<file path="src/rtl/islip_scheduler_if.sv">
// Request/decision bundle between the VOQ request logic and the iSLIP scheduler.
// match_count is present only when ISLIP_MATCH_COUNT_EN is defined.
interface islip_scheduler_if #(
  parameter int N = 4
);
  logic                start;
  logic [N-1:0][N-1:0] req_in;
  logic [N-1:0][N-1:0] decision;
  logic                ready;
`ifdef ISLIP_MATCH_COUNT_EN
  logic [$clog2(N+1)-1:0] match_count;
`endif

  modport master (
    output start,
    output req_in,
    input  decision,
`ifdef ISLIP_MATCH_COUNT_EN
    input  match_count,
`endif
    input  ready
  );

  modport slave (
    input  start,
    input  req_in,
    output decision,
`ifdef ISLIP_MATCH_COUNT_EN
    output match_count,
`endif
    output ready
  );
endinterface

</file>
<file path="src/rtl/islip_scheduler.sv">
// N x N iSLIP crossbar scheduler: up to ITER grant/accept iterations per round, 2 cycles each.
// Optional match_count output is enabled by defining ISLIP_MATCH_COUNT_EN.
module islip_scheduler #(
  parameter int N    = 4,
  parameter int ITER = 4
) (
  input  logic clk,
  input  logic reset,
  islip_scheduler_if.slave bus
);
  localparam int unsigned NU = N;
  localparam int PW = (N > 1) ? $clog2(N) : 1;
  localparam int IW = (ITER > 1) ? $clog2(ITER) : 1;
`ifdef ISLIP_MATCH_COUNT_EN
  localparam int CW = $clog2(N + 1);
`endif

  typedef enum logic [1:0] {IDLE, GRANT, ACCEPT} state_t;
  state_t state, state_nx;

  logic [N-1:0][N-1:0]  req_q;       // [input][output]
  logic [N-1:0][N-1:0]  gnt_q;       // [output][input], one-hot per output
  logic [N-1:0][N-1:0]  gnt_nx;
  logic [N-1:0][N-1:0]  cand;        // [output][input] requests from unmatched inputs
  logic [N-1:0][N-1:0]  gvec;        // [input][output] grants seen by each input
  logic [N-1:0][N-1:0]  acc;         // [input][output], one-hot per input
  logic [N-1:0][N-1:0]  match_q, match_nx, decision_q;
  logic [N-1:0]         in_matched, out_matched, in_matched_nx, out_matched_nx;
  logic [N-1:0][PW-1:0] g_ptr, a_ptr;
  logic [IW-1:0]        iter;
  logic                 new_match, last_iter;
`ifdef ISLIP_MATCH_COUNT_EN
  logic [CW-1:0]        match_count_q;
`endif

  // First set bit of vec at or after ptr, wrapping modulo N by compare-and-subtract.
  function automatic logic [N-1:0] rr_pick(input logic [N-1:0] vec, input logic [PW-1:0] ptr);
    logic [N-1:0] pick;
    logic         found;
    int unsigned  idx;
    pick  = '0;
    found = 1'b0;
    for (int unsigned k = 0; k < NU; k++) begin
      idx = 32'(ptr) + k;
      if (idx >= NU) idx = idx - NU;
      if (!found && vec[idx[PW-1:0]]) begin
        pick[idx[PW-1:0]] = 1'b1;
        found             = 1'b1;
      end
    end
    return pick;
  endfunction

  function automatic logic [PW-1:0] wrap_inc(input int unsigned v);
    return (v == NU - 1) ? '0 : PW'(v + 1);
  endfunction

`ifdef ISLIP_MATCH_COUNT_EN
  function automatic logic [CW-1:0] popcount(input logic [N-1:0][N-1:0] m);
    int unsigned sum;
    sum = 0;
    for (int unsigned i = 0; i < NU; i++)
      for (int unsigned j = 0; j < NU; j++)
        sum = sum + 32'(m[i][j]);
    return CW'(sum);
  endfunction
`endif

  // Grant and accept arbitration over the registered request snapshot.
  always_comb begin
    cand   = '0;
    gvec   = '0;
    gnt_nx = '0;
    acc    = '0;
    for (int unsigned j = 0; j < NU; j++)
      for (int unsigned i = 0; i < NU; i++)
        cand[j][i] = req_q[i][j] & ~in_matched[i];
    for (int unsigned j = 0; j < NU; j++)
      if (!out_matched[j]) gnt_nx[j] = rr_pick(cand[j], g_ptr[j]);
    for (int unsigned i = 0; i < NU; i++)
      for (int unsigned j = 0; j < NU; j++)
        gvec[i][j] = gnt_q[j][i];
    for (int unsigned i = 0; i < NU; i++)
      if (!in_matched[i]) acc[i] = rr_pick(gvec[i], a_ptr[i]);
  end

  always_comb begin
    match_nx       = match_q | acc;
    new_match      = |acc;
    in_matched_nx  = in_matched;
    out_matched_nx = out_matched;
    for (int unsigned i = 0; i < NU; i++)
      for (int unsigned j = 0; j < NU; j++)
        if (acc[i][j]) begin
          in_matched_nx[i]  = 1'b1;
          out_matched_nx[j] = 1'b1;
        end
    last_iter = (iter == IW'(ITER - 1)) || !new_match;
  end

  always_ff @(posedge clk or negedge reset) begin
    if (!reset) state <= IDLE;
    else        state <= state_nx;
  end

  always_comb begin
    state_nx = state;
    case (state)
      IDLE:    if (bus.start) state_nx = GRANT;
      GRANT:   state_nx = ACCEPT;
      ACCEPT:  state_nx = last_iter ? IDLE : GRANT;
      default: state_nx = IDLE;
    endcase
  end

  always_ff @(posedge clk or negedge reset) begin
    if (!reset) begin
      req_q       <= '0;
      gnt_q       <= '0;
      match_q     <= '0;
      in_matched  <= '0;
      out_matched <= '0;
      decision_q  <= '0;
      g_ptr       <= '0;
      a_ptr       <= '0;
      iter        <= '0;
`ifdef ISLIP_MATCH_COUNT_EN
      match_count_q <= '0;
`endif
    end else begin
      case (state)
        IDLE: if (bus.start) begin
          req_q       <= bus.req_in;
          match_q     <= '0;
          in_matched  <= '0;
          out_matched <= '0;
          iter        <= '0;
        end
        GRANT: gnt_q <= gnt_nx;
        ACCEPT: begin
          match_q     <= match_nx;
          in_matched  <= in_matched_nx;
          out_matched <= out_matched_nx;
          // Pointers move only on first-iteration accepts, which keeps them desynchronised.
          if (iter == '0) begin
            for (int unsigned i = 0; i < NU; i++)
              for (int unsigned j = 0; j < NU; j++)
                if (acc[i][j]) begin
                  g_ptr[j] <= wrap_inc(i);
                  a_ptr[i] <= wrap_inc(j);
                end
          end
          if (last_iter) begin
            decision_q <= match_nx;
`ifdef ISLIP_MATCH_COUNT_EN
            match_count_q <= popcount(match_nx);
`endif
          end else begin
            iter <= iter + 1'b1;
          end
        end
        default: ;
      endcase
    end
  end

  assign bus.ready    = (state == IDLE);
  assign bus.decision = decision_q;
`ifdef ISLIP_MATCH_COUNT_EN
  assign bus.match_count = match_count_q;
`endif

endmodule

</file>
<file path="src/flat_wrapper.sv">
// flat-port wrapper written by rule: the top's interface ports become plain ports
module islip_scheduler_flat 
#(
  parameter int N    = 4,
  parameter int ITER = 4
)
  (clk, reset, bus_start, bus_req_in, bus_decision, bus_ready);
  islip_scheduler_if #(.N(N)) bus_i ();
  input  logic clk;
  input  logic reset;
  input wire logic [$bits(bus_i.start)-1:0] bus_start;
  input wire logic [$bits(bus_i.req_in)-1:0] bus_req_in;
  output wire logic [$bits(bus_i.decision)-1:0] bus_decision;
  output wire logic [$bits(bus_i.ready)-1:0] bus_ready;
  assign bus_i.start = bus_start;
  assign bus_i.req_in = bus_req_in;
  assign bus_decision = bus_i.decision;
  assign bus_ready = bus_i.ready;
  islip_scheduler #(.N(N), .ITER(ITER)) u_core (.clk(clk), .reset(reset), .bus(bus_i));
endmodule
</file>
<file path="config.mk">
export PLATFORM = sky130hd
export DESIGN_NAME = islip_scheduler_flat
export DESIGN_NICKNAME = d
export VERILOG_FILES = /design/src/rtl/islip_scheduler_if.sv /design/src/rtl/islip_scheduler.sv /design/src/flat_wrapper.sv
export SDC_FILE = /design/constraint.sdc
export NUM_CORES = 1
export LEC_CHECK = 0
export BUFFER_PORTS_ARGS = -buffer_cell sky130_fd_sc_hd__buf_2
export CORE_MARGIN = 2
export CORE_UTILIZATION = 30
export DETAILED_ROUTE_END_ITERATION = 12
export PLACE_DENSITY = 0.52
export SETUP_SLACK_MARGIN = 0.5
export SLEW_MARGIN = 5
export SYNTH_ARGS = -nofsm -noshare
export SYNTH_HDL_FRONTEND = slang
export SYNTH_SLANG_ARGS = --single-unit
export TNS_END_PERCENT = 20
</file>
<file path="constraint.sdc">
create_clock -name clk -period 4.95 [get_ports clk]
set_input_delay 0.495 -clock clk [delete_from_list [all_inputs] [get_ports clk]]
set_output_delay 0.495 -clock clk [all_outputs]
set_load 0.005 [all_outputs]
</file>
**Word level (Yosys, flattened, before mapping)**

Index checks and enable logic that the tools add are counted.

- Register bits after elaboration: 92
- Input port bits: 19
- Word-level logic and storage cells: 736

- Add/sub/neg operators: 57
- $lt $le $gt $ge: 96
- Equal/unequal tests: 13
- Muxes and demuxes: 377
- Bitwise gates (word level): 45
- Reduce and logical (&&, ||, !) cells: 114

Operators by type and width:

| cell | number |
|---|---|
| two-way mux 4 bit | 65 |
| two-way mux 2 bit | 98 |
| two-way mux 1 bit | 144 |
| less-than comparator 2 x 3 -> 1 bit, second input constant | 32 |
| bitwise OR 4 bit | 24 |
| greater-or-equal comparator 3 bit, second input constant | 24 |
| binary-select mux 1 bit (select 2 bit) | 32 |
| demux 1 bit (select 2 bit) | 32 |
| greater-or-equal comparator 2 x 1 -> 1 bit, second input constant | 32 |
| subtractor 2 x 1 -> 2 bit, second input constant | 32 |
| logical AND 1 bit | 56 |
| AND reduction 3 bit | 17 |
| adder 2 x 2 -> 3 bit, second input constant | 16 |
| inequality test 5 x 1 -> 1 bit, second input constant | 8 |
| case mux 16 bit (2 select lines) | 1 |
| nonzero test 4 bit | 8 |
| logical NOT 1 bit | 25 |
| adder 2 x 1 -> 3 bit, second input constant | 8 |
| greater-or-equal comparator 2 x 3 -> 1 bit, second input constant | 8 |
| AND 1 bit | 16 |
| two-way mux 16 bit | 1 |
| bitwise OR 16 bit | 1 |
| case mux 4 bit (2 select lines) | 2 |
| OR reduction 16 bit | 1 |
| other kinds (11) | 19 |

**Logic depth before layout (Yosys ltp)**

Gate-level depths: netlist (run 1).

- Depth after elaboration: 24
- Depth in mapped cells: 12
- Depth with buffers taken out: 10

**Least setup slack after synthesis (run 1)**

OpenSTA, ideal clock, no wires.

- Kind: register -> register
- From: register u_core.a_ptr[6] in the netlist's numbering
- To: register u_core.iter[1]
- Arrival: 3307 ps
- Required time: 4823 ps
- Path slack: 1516 ps
- Stages on the path, launching flop included: 12
- Period minus slack after synthesis: 3434 ps
- Cells stage by stage: dfrtp_1 > buf_6 > inv_1 > ha_1 > mux4_2 > nor4b_4 > a22oi_1 > a31oi_2 > nor4_1 > nor4bb_4 > or3_4 > mux2_1

- Longest elaborated chain between the ends: 24
- Elaborated cells on any way between the ends: 75
- Those cells by class: add/sub (7); order compare (12); eq/ne (1); mux (38); bitwise (3); reduce/logical (14)

Ends and longest elaborated chain:

| what | RTL line | RTL |
|---|---|---|
| from (decl) | islip_scheduler.sv:29 | `logic [N-1:0][PW-1:0] g_ptr, a_ptr;` |
| from (signal, indexed assignment) | islip_scheduler.sv:150 | `a_ptr[i] <= wrap_inc(j);` |
| branches (longest 17 deep; another with adder 2 x 1 -> 3 bit) | - |  |
| two-way mux 4 bit * | islip_scheduler.sv:46 | `if (!found && vec[idx[PW-1:0]]) begin` |
| two-way mux 4 bit * | islip_scheduler.sv:84 | `if (!in_matched[i]) acc[i] = rr_pick(gvec[i], a_ptr[i]);` |
| OR reduction 16 bit * | islip_scheduler.sv:89 | `new_match = \|acc;` |
| logical NOT 1 bit * | islip_scheduler.sv:98 | `last_iter = (iter == IW'(ITER - 1)) \|\| !new_match;` |
| logical OR 1 bit * | islip_scheduler.sv:98 |  |
| inequality test 2 bit (no line) * | - |  |
| AND reduction 3 bit (no line) * | - |  |
| to (signal assigned) | islip_scheduler.sv:159 | `iter <= iter + 1'b1;` |
| to (decl) | islip_scheduler.sv:30 | `logic [IW-1:0] iter;` |

Mark *: on every way between the ends. The select of a mux whose other input is x is not followed.
A chain may end at the register's enable or synchronous reset.

**Worst setup path in the final report (run 1)**

- From: register u_core.a_ptr[0] in the netlist's numbering
- To: register u_core.iter[1]

The elaborated chain is that of the path after synthesis.

==> results_dict.tcl, run 1 <==
set metrics [dict create \
    drt_iter0_drc 300 \
    dieWidth_um 149 \
    slowest_stage "mux4_2" \
    clock_latency_ns 0.36 \
    period_share 0.802 \
    powerDensity_mw_per_mm2 715 \
    tns_ns 0 \
    cts_buffer_depth 2 \
    grtUsageTotal 0.148 \
    grt_max_degree 55 \
    yosys_warnings 0 \
    power_leakage_nw 3.31 \
    diodes 0 \
    drive_gt1_frac 0.148 \
    worstPathMaxFanout 10 \
    synthArstFlopShare 1.00 \
    worstPathArrival_ns 4.21 \
    worst_r2r_endpoint "u_core.iter[1]$_DFFE_PN0P_" \
    synth_edf_count 0 \
    grt_busiest_layer "met2" \
    via_per_inst 5.06 \
    cp_cell_sequence "inv_1 > ha_1 > mux4_2 > nor3b_1 > a22oi_1 > a31oi_1 > nor4_1 > nor4bb_4 > or3_4 > mux2_1" \
    syn_inst 661 \
    grt_pass1_vias 4682 \
    routed_wl_mm 15.7 \
    netlist_area_mm2 0.00634 \
    finalPower_mw 5.10 \
    die_y_um 149 \
    cts_buffers 9 \
    setup_viol 0 \
    placementRows 53 \
    areaGrowthSynthToFinish_pct 12.7 \
    tightest_slew_ns 0.925 \
    max_freq_mhz 252 \
    gp_congestion 0.863 \
    hpwl_mm 11.3 \
    portBuffers 35 \
    postRouteAntennaNets 0 \
    ys_seq_area_frac 0.363 \
    cts_sinks 92 \
    first_pass_iters 7 \
    clock_skew_ns 0.00871 \
    met3_usage 0.0379 \
    slew_violations 0 \
    finalCriticalPeriod_ns 3.97 \
    htreeDepth 3 \
    fillers 2171 \
    r2r_start "u_core.a_ptr[0]$_DFFE_PN0P_" \
    use_met2 0.217 \
    synthesis.nets 741 \
    nets 778 \
    relSlewSlack 0.382 \
    peakVddDrop_mv 0.291 \
    avgSynthCellArea_um2 9.59 \
    io_pins 36 \
    wl_per_cell_um 16.1 \
    r2r_slack_ns 0.98 \
    vias 4950 \
    grt_pass1_wl_mm 25.6 \
    initial_core_util 0.304 \
    clkTransAtPathRegs_ns 0.07 \
    cts_tree "done" \
    end_kind "flop" \
    grt.overflow.total 0 \
    crit_type "flop to flop" \
    dieArea_mm2 0.0223 \
    antenna_found_initial 0 \
    post-route-drc-count 0 \
    yosys_register_bits 92 \
    root_buffer "clkbuf_16" \
    max_stage_delay_ns 0.60 \
    cp.required_ns 5.19 \
    rsz0062_at_grt "no" \
    rr_worst_depth 10 \
    synth_flop_cell "dfrtp_1" \
    startpoint_type "flop" \
    use_met1 0.211 \
    hold_class "input port to async pin" \
    status "completed" \
    hold_viol 0 \
    synth_cell_types 42 \
    fp.coreArea_mm2 0.0209 \
    fin_hold_ws_ns 0.192 \
    max_cap_violations 0 \
]
-- critical path, delay by kind of cell, from the launching register on --
family,cells,cell delay [ns]
compound gates,2,0.63
mux,2,0.92
fa+ha+maj,1,0.36
flops,1,0.57
simple gates,4,1.20
buf+inv,1,0.17
-- cells in the final DEF (no fill, tap or decap), types with 5 or more instances in the layout --
cell type	n
clkbuf_16	9
a22o_1	18
a31oi_1	16
a31oi_2	8
nor3b_1	14
a21oi_1	31
nor2_1	68
dfrtp_1	92
nand2_1	113
o21a_1	5
a222oi_1	16
buf_2	34
nand3_1	12
buf_4	13
mux2_1	10
ha_1	61
a22oi_1	13
mux4_2	16
nand2b_1	6
nand3b_1	19
inv_1	42
o21ai_0	15
mux2i_1	17
-- where the power goes --
part | switching, mW | internal [mW]
sequential | 0.396 | 1.06
clock | 0.339 | 0.354
combinational | 1.67 | 1.29
total | 2.41 | 2.70
-- cells by family (layout without fill, tap and decap cells) --
kind of cell             count (synthesis)  in the layout  synth area share
flip-flops                              92             92             0.363
AND/OR/NAND/NOR                        262            262             0.207
buffers and inverters                   64            106            0.0440
multiplexers                            45             45             0.105
AO/OA/AOI/OAI                          137            137             0.160
adder cells (fa/ha/maj)                 61             61             0.120
-- final cells by class --
cell class                      count  area, um^2  area share
Multi-Input combinational cell    505        3760       0.527
Clock buffer                        9         225      0.0315
Sequential cell                    92        2300       0.322
Clock inverter                      7        65.1     0.00911
Tap cell                          275         344      0.0482
Timing Repair Buffer               48         288      0.0403
Inverter                           42         158      0.0221
-- sequential cells by signal, indices dropped and copies added, names as in the netlist --
name                 count
u_core.g_ptr             8
u_core.state             2
u_core.in_matched        4
u_core.match_q          16
u_core.req_q            16
u_core.bus.decision     16
u_core.gnt_q            16
u_core.iter              2
u_core.out_matched       4
u_core.a_ptr             8
-- metrics by stage --
stage / utilization / worst slack [ns] / cells / area (um^2)
after floorplan: - / 1.52 / 661 / 6340
after global placement: 0.327 / 1.03 / 961 / 6830
after detailed placement: 0.327 / 0.858 / 961 / 6830
after CTS: 0.341 / 0.846 / 977 / 7120
after global routing: 0.342 / 0.587 / 978 / 7140
final: 0.342 / 0.982 / 978 / 7140
-- how the worst max path moves through the flow --
stage / cells after the start / end / startpoint / slack (ns)
3_3_place_gp: 10 / u_core.bus.decision[13]$_DFFE_PN0P_ / u_core.a_ptr[0]$_DFFE_PN0P_ / 1.03
3_5_place_dp: 10 / u_core.bus.decision[10]$_DFFE_PN0P_ / u_core.a_ptr[0]$_DFFE_PN0P_ / 0.86
4_1_cts: 10 / u_core.bus.decision[6]$_DFFE_PN0P_ / u_core.a_ptr[0]$_DFFE_PN0P_ / 0.85
5_1_grt: 10 / u_core.iter[1]$_DFFE_PN0P_ / u_core.a_ptr[0]$_DFFE_PN0P_ / 0.59
6_report: 10 / u_core.iter[1]$_DFFE_PN0P_ / u_core.a_ptr[0]$_DFFE_PN0P_ / 0.98
2_1_floorplan: 11 / u_core.iter[1]$_DFFE_PN0P_ / u_core.a_ptr[6]$_DFFE_PN0P_ / 1.52
-- timing repair --
item,in CTS,in global routing
setup endpoints to repair,0,16
hold buffers,0,0
setup buffers,0,1
endpoints found under the hold margin,0,0
gates resized for setup,0,0
-- cell usage after synthesis (4+ instances only) --
cell type    n  area, um^2
mux4_2      16         360
a31oi_1     16         100
nand3b_1    19         143
dfrtp_1     92        2300
ha_1        61         763
o21a_1       5        37.5
a22oi_1     13        97.6
nand2_1    113         424
nand3_1     12        60.1
a31oi_2      8         100
clkbuf_1    16        60.1
buf_6        5        56.3
and3_1       4        25.0
a21oi_1     31         155
o21ai_0     15        75.1
nor2b_1      5        31.3
nand2b_1     6        37.5
or3_1        4        25.0
inv_1       42         158
o31ai_1      4        30.0
a22o_1      18         158
mux2_1      10         113
mux2i_1     17         170
a222oi_1    16         160
nor3b_1     14         105
nor2_1      68         255
nor3_1       4        20.0
-- layer usage --
layer | part of all wire | vias to the layer above
li1 | - | 2444
met1 | 0.49 | 2353
met2 | 0.44 | 127
met3 | 0.055 | 26
met4 | 0.021 | 0
met5 | 0 | -
(Power assumes the default switching activity.)
==> inputs of run 2 (changes only) <==
--- a/config.mk
+++ b/config.mk
@@ -5,11 +5,12 @@
 export SDC_FILE = /design/constraint.sdc
 export NUM_CORES = 1
 export LEC_CHECK = 0
+export ABC_AREA = 1
 export BUFFER_PORTS_ARGS = -buffer_cell sky130_fd_sc_hd__buf_2
 export CORE_MARGIN = 2
 export CORE_UTILIZATION = 30
 export DETAILED_ROUTE_END_ITERATION = 12
-export PLACE_DENSITY = 0.52
+export PLACE_DENSITY = 0.54
 export SETUP_SLACK_MARGIN = 0.5
 export SLEW_MARGIN = 5
 export SYNTH_ARGS = -nofsm -noshare
==> constraint.sdc (replaced) <==
create_clock -name clk -period 3.5 [get_ports clk]
set_input_delay 0.35 -clock clk [delete_from_list [all_inputs] [get_ports clk]]
set_output_delay 0.35 -clock clk [all_outputs]
set_load 0.005 [all_outputs]
==> run 2 against run 1 <==
Compared with the run above: clock-buffer cell count is the same; sequential share of layout area shrank 1.7 points; via count grew 23%; total power grew 61%; synthesized area grew 5.8%; cell count grew 27%; sequential power grew 32%; first-iteration DRC count grew 33%; cell area grew 5.9%; combinational power grew 76%; critical endpoint is now u_core.gnt_q[7]$_DFFE_PN0N_; largest power group unchanged; highest routed layer unchanged.
==> results_dict.tcl, run 2 <==
set metrics [dict create \
    status "completed" \
    cp.required_ns 3.72 \
    layout_commonest_cell "nand2_1" \
    combPwrFrac 0.633 \
    max_freq_mhz 359 \
    period_share 0.795 \
    grt_pass1_vias 5840 \
    ys_seq_area_frac 0.343 \
    synth_area_leaders "dfrtp_1, nand2_1, ha_1" \
    syn_inst 913 \
    dieWidth_um 154 \
    cts_hold_buf 0 \
    switchingPower_mw 4.41 \
    cts_buffers 9 \
    place_area_mm2 0.00720 \
    dieArea_mm2 0.0236 \
    antenna_found_initial 0 \
    r2r_start "u_core.g_ptr[2]$_DFFE_PN0P_" \
    grt_pass1_wl_mm 30.2 \
    grtUsageTotal 0.158 \
    fp.coreArea_mm2 0.0219 \
    tns_ns 0 \
    end_kind "flop" \
    hold_viol 0 \
    synth_cell_types 38 \
    worst_r2r_endpoint "u_core.gnt_q[7]$_DFFE_PN0N_" \
    areaGrowthSynthToFinish_pct 12.8 \
    yosysTopAreaCellShare 0.343 \
    dr_wl_met3_um 631 \
    wl_met1_mm 8.57 \
    diodes 0 \
    post-route-drc-count 0 \
    synth_largest_area_cell "dfrtp_1" \
    cts_buffer_depth 2 \
    netlist_area_mm2 0.00671 \
    cp_cell_sequence "inv_1 > ha_1 > inv_1 > o21ai_0 > or2_2 > inv_1 > nand3_1 > nand3_1 > a21oi_1 > o22ai_1" \
    yosys_register_bits 92 \
    wl_per_cell_um 14.6 \
    via_per_inst 4.93 \
    postLayoutCoreUtil 0.346 \
    setup_viol 0 \
    worstPathMaxFanout 9 \
    relSlewSlack 0.456 \
    slowest_stage "dfrtp_1" \
    pwr-share-clk 0.133 \
    synthArstFlopShare 1.00 \
    yosysMostFrequentCell "nand2_1" \
    r2r_slack_ns 0.72 \
    rsz0062_at_grt "no" \
    initial_core_util 0.307 \
    hold_class "input port to async pin" \
    power_leakage_nw 3.86 \
    die_y_um 154 \
    rr_worst_depth 10 \
    synthTopCellsByCount "nand2_1, nand3_1, dfrtp_1" \
    top_layer_used "met4" \
    powerDensity_mw_per_mm2 1080 \
    synthesis.nets 993 \
    max_stage_delay_ns 0.56 \
    avgSynthCellArea_um2 7.35 \
    drive_gt1_frac 0.150 \
    slew_violations 0 \
    sw_frac_of_total 0.537 \
    gp_congestion 0.860 \
    yosys-mux-area-fraction 0 \
    crit_type "flop to flop" \
    yosys.area_share.simple 0.358 \
    io_pins 36 \
    nets 1033 \
    wl_met2_mm 8.57 \
    portBuffers 35 \
    clock_latency_ns 0.36 \
    peakVddDrop_mv 0.649 \
    routed_wl_mm 18.1 \
    synth_compound_area_frac 0.120 \
    final_cell_mix "nand2_1, nand3_1, dfrtp_1, inv_1, o21ai_0" \
    synth_flop_cell "dfrtp_1" \
    finalCriticalPeriod_ns 2.78 \
    synth_fa_ha_area_frac 0.114 \
    drt_iter0_drc 400 \
    htreeDepth 3 \
    worstPathArrival_ns 3.00 \
    clock_skew_ns 0.00650 \
    cts_tree "done" \
    grt.overflow.total 0 \
    first_pass_iters 5 \
    tightest_slew_ns 0.816 \
    synth_edf_count 0 \
    p_int_mw 3.80 \
    grt_max_degree 59 \
    seqPwrFrac 0.234 \
    postRouteAntennaNets 0 \
    synth_xor_area_frac 0 \
    root_buffer "clkbuf_16" \
    final_area_mm2 0.00757 \
    max_cap_violations 0 \
    startpoint_type "flop" \
    cts_sinks 92 \
    synth_top_family_by_area "simple AND/OR/NAND/NOR gates" \
    placementRows 54 \
    fin_hold_ws_ns 0.0727 \
    clkTransAtPathRegs_ns 0.07 \
    vias 6102 \
    yosys_warnings 0 \
    worst_path_most_repeated_cell "inv_1" \
    hpwl_mm 13.6 \
]
[run 2: cell count changes in the layout (fill, tap and decap cells not counted), moves of 18 or more]
cell | before | now
nand2_1 | 113 | 279
nand3_1 | 12 | 113
o21ai_0 | 15 | 65
inv_1 | 42 | 82
nor2_1 | 68 | 36
nand2_2 | 0 | 23
a22o_1 | 18 | 0
[run 2: cell families after synthesis]
logic type                 Yosys count
and+or+nand+nor                    508
AOI/OAI and AO/OA                  144
buffers and inverters              108
DFF                                 92
adders and majority gates           61
[run 2: per-stage QoR]
stage / setup slack (ns) / std cells / total power [mW]
2_1_floorplan: 1.08 / 913 / 5.76
3_3_place_gp: 0.623 / 1218 / 7.07
3_5_place_dp: 0.662 / 1218 / 7.06
4_1_cts: 0.633 / 1234 / 8.17
5_1_grt: 0.503 / 1238 / 9.03
6_report: 0.717 / 1238 / 8.21
[run 2: critical path: cells and delay by family (launching register included)]
| family | cells | cell delay (ns) |
|---|---|---|
| buffers and inverters | 3 | 0.38 |
| adder cells (fa/ha/maj) | 1 | 0.34 |
| flip-flops | 1 | 0.56 |
| AND/OR/NAND/NOR | 3 | 0.36 |
| AO/OA/AOI/OAI | 3 | 0.99 |
[run 2: power groups by stage]
stage	combinational (mW)	sequential (mW)	clock, mW
after floorplan	3.96	1.80	0
after global placement	5.14	1.94	0
after detailed placement	5.12	1.94	0
after CTS	5.14	1.92	1.11
after global routing	5.88	1.98	1.16
final	5.20	1.92	1.09
[run 2: cell type report]
cell class              count  area, um^2
well taps                 280         350
clock inverters             7         100
clock buffers               9         225
repair buffers             46         260
fillers                  2324       14300
multi-input cells         713        3980
inverters                  91         342
flip-flops and latches     92        2310
[run 2: worst max path at each step]
stage                                      startpoint                                  end  slack [ns]  cells past startpoint
after floorplan           u_core.a_ptr[0]$_DFFE_PN0P_  u_core.bus.decision[10]$_DFFE_PN0P_        1.08                     18
after detailed placement  u_core.a_ptr[6]$_DFFE_PN0P_   u_core.bus.decision[4]$_DFFE_PN0P_        0.66                     18
final                     u_core.g_ptr[2]$_DFFE_PN0P_          u_core.gnt_q[7]$_DFFE_PN0N_        0.72                     10
after global routing      u_core.a_ptr[4]$_DFFE_PN0P_   u_core.bus.decision[3]$_DFFE_PN0P_        0.50                     19
after CTS                 u_core.a_ptr[6]$_DFFE_PN0P_   u_core.bus.decision[2]$_DFFE_PN0P_        0.63                     18
after global placement    u_core.a_ptr[6]$_DFFE_PN0P_   u_core.bus.decision[4]$_DFFE_PN0P_        0.62                     18
[run 2: routing by layer]
layer	vias up	GRT usage
met5	-	0
met4	0	0.0550
met3	18	0.0147
met2	115	0.260
met1	2892	0.218
li1	3077	-
[run 2: timing repair]
| action | in CTS | in global routing |
|---|---|---|
| endpoints found under the setup margin | 0 | 20 |
| resized for setup | 0 | 9 |
| setup buffers | 0 | 4 |
==> inputs of run 3 (changes only) <==
--- a/config.mk
+++ b/config.mk
@@ -5,7 +5,7 @@
 export SDC_FILE = /design/constraint.sdc
 export NUM_CORES = 1
 export LEC_CHECK = 0
-export ABC_AREA = 1
+export ABC_AREA = 0
 export BUFFER_PORTS_ARGS = -buffer_cell sky130_fd_sc_hd__buf_2
 export CORE_MARGIN = 2
 export CORE_UTILIZATION = 30
==> constraint.sdc (replaced) <==
create_clock -name clk -period 2.4 [get_ports clk]
set_input_delay 0.24 -clock clk [delete_from_list [all_inputs] [get_ports clk]]
set_output_delay 0.24 -clock clk [all_outputs]
set_load 0.005 [all_outputs]
==> run 3 against run 2 <==
Compared with the run above: flip-flop and latch count unchanged; clock-buffer cell count up 1; setup slack worse by 1.5 ns; the run now ends with negative setup slack left.
==> results_dict.tcl, run 3 (synthesized netlist as in run 1, its figures left out) <==
set metrics [dict create \
    status "complete, but fails checks" \
    violations "negative setup slack" \
    routed_wl_mm 16.5 \
    drt_iter0_drc 336 \
    powerDensity_mw_per_mm2 1530 \
    switchingPower_mw 5.47 \
    tns_ns -24.74 \
    r2r_slack_ns -0.78 \
    layout_commonest_cell "nand2_1" \
    grtUsageTotal 0.152 \
    post-route-drc-count 0 \
    placementRows 53 \
    grt_max_degree 45 \
    via_per_inst 4.93 \
    cts_sinks 92 \
    worstPathArrival_ns 3.42 \
    io_pins 36 \
    diodes 0 \
    period_share 1.32 \
    cts_tree "done" \
    worst_r2r_endpoint "u_core.bus.decision[5]$_DFFE_PN0P_" \
    cts_buffer_depth 2 \
    worstPathMaxFanout 8 \
    combPwrFrac 0.659 \
    vias 5327 \
    finalCriticalPeriod_ns 3.18 \
    die_y_um 149 \
    drive_gt1_frac 0.318 \
    postLayoutCoreUtil 0.398 \
    dieWidth_um 149 \
    hold_class "input port to flop" \
    clock_latency_ns 0.35 \
    peakVddDrop_mv 0.567 \
    wl_per_cell_um 15.3 \
    cp.required_ns 2.64 \
    hold_viol 0 \
    nets 881 \
    max_cap_violations 0 \
    sw_frac_of_total 0.429 \
    grt_pass1_wl_mm 26.8 \
    antenna_found_initial 0 \
    layout_setup_ws_ns -0.776 \
    power_leakage_nw 3.90 \
    r2r_start "u_core.a_ptr[2]$_DFFE_PN0P_" \
    seqPwrFrac 0.215 \
    dieArea_mm2 0.0223 \
    gp_congestion 0.864 \
    postRouteAntennaNets 0 \
    crit_type "flop to flop" \
    startpoint_type "flop" \
    hpwl_mm 12.7 \
    multi_input_comb_area_mm2 0.00404 \
    grt.overflow.total 0 \
    rsz0062_at_grt "yes" \
    grt_pass1_vias 5078 \
    fin_hold_ws_ns 0.0777 \
    cts_buffers 9 \
    holdPathStages 3 \
    seq_area_mm2 0.00231 \
    min_to "u_core.req_q[4]$_DFFE_PN0P_" \
    max_freq_mhz 315 \
    p_int_mw 7.28 \
    initial_core_util 0.304 \
    areaGrowthSynthToFinish_pct 31.1 \
    root_buffer "clkbuf_16" \
    pwr-share-clk 0.126 \
    final_cell_mix "nand2_1, buf_4, dfrtp_1, nor2_1, ha_1" \
    portBuffers 35 \
    rr_worst_depth 11 \
    relSlewSlack 0.590 \
    tightest_slew_ns 0.616 \
    clkTransAtPathRegs_ns 0.07 \
    fp.coreArea_mm2 0.0209 \
    dpl.cell_count 1056 \
    htreeDepth 3 \
    layout.cells.non_filler 1081 \
    first_pass_iters 8 \
    fillers 2089 \
    clock_skew_ns 0.00957 \
    end_kind "flop" \
    hp-start "bus_req_in[4]" \
    pre_cts_ws_ns -0.833 \
    slew_violations 0 \
    setup_viol 50 \
]
-- run 3: cell count changes in the layout (fill, tap and decap cells not counted), moves of 17 or more --
| cell | delta |
|---|---|
| a22o_1 | +18 |
| o21ai_0 | -59 |
| nor2_1 | +30 |
| inv_1 | -47 |
| nand3_1 | -101 |
| nand2_2 | -22 |
| mux2i_1 | +17 |
| buf_4 | +92 |
| nand2_1 | -167 |
-- run 3: cell type report --
| type | instances | share of cell area |
|---|---|---|
| Multi-Input combinational cell | 505 | 0.486 |
| Tap cell | 275 | 0.0414 |
| Inverter | 42 | 0.0199 |
| Timing Repair Buffer | 151 | 0.136 |
| Sequential cell | 92 | 0.277 |
| Clock buffer | 10 | 0.0287 |
| Clock inverter | 6 | 0.0113 |
-- run 3: power by group through the flow --
stage	clock network (mW)	logic [mW]	registers, mW
finish	1.61	8.40	2.74
global route	1.72	9.31	2.83
CTS	1.65	8.17	2.71
detailed placement	0	7.92	2.73
global placement	0	7.88	2.72
floorplan	0	5.07	2.68
-- run 3: how the worst max path moves through the flow --
stage	to	from	slack [ns]
after floorplan	u_core.iter[1]$_DFFE_PN0P_	u_core.a_ptr[6]$_DFFE_PN0P_	-0.86
after global placement	u_core.bus.decision[1]$_DFFE_PN0P_	u_core.a_ptr[2]$_DFFE_PN0P_	-0.76
after detailed placement	u_core.bus.decision[4]$_DFFE_PN0P_	u_core.a_ptr[2]$_DFFE_PN0P_	-0.83
after CTS	u_core.bus.decision[2]$_DFFE_PN0P_	u_core.a_ptr[2]$_DFFE_PN0P_	-0.73
after global routing	u_core.bus.decision[2]$_DFFE_PN0P_	u_core.a_ptr[2]$_DFFE_PN0P_	-0.92
final	u_core.bus.decision[5]$_DFFE_PN0P_	u_core.a_ptr[2]$_DFFE_PN0P_	-0.78
-- run 3: metal layers --
| metal | track usage | part of all wire |
|---|---|---|
| met1 | 0.214 | 0.49 |
| met5 | 0 | 0 |
| met4 | 0.0357 | 0.0095 |
| met2 | 0.245 | 0.47 |
| met3 | 0.0263 | 0.035 |
-- run 3: worst max-delay path, cell delays in order (launching register included) --
cell and delay (ns):
dfrtp_1 0.42, inv_4 0.05, ha_4 0.27, mux4_2 0.59
nand3b_1 0.20, a31oi_4 0.11, or4_4 0.56, nor4bb_4 0.32
buf_4 0.16, o21ai_4 0.07, clkbuf_16 0.19, mux2i_1 0.12
-- run 3: timing repair --
| action | CTS | global route |
|---|---|---|
| cloned | 0 | 1 |
| setup buffers | 4 | 3 |
| setup endpoints to repair | 75 | 75 |
| hold buffers | 1 | 0 |
| pin swaps | 10 | 21 |
| gates resized for setup | 18 | 29 |
| hold endpoints to repair | 42 | 0 |
-- run 3: metrics by stage --
stage / power [mW] / cell area (um^2)
after floorplan: 7.75 / 6520
after global routing: 13.9 / 8320
after global placement: 10.6 / 7740
final: 12.7 / 8320
after CTS: 12.5 / 8160
after detailed placement: 10.6 / 7740
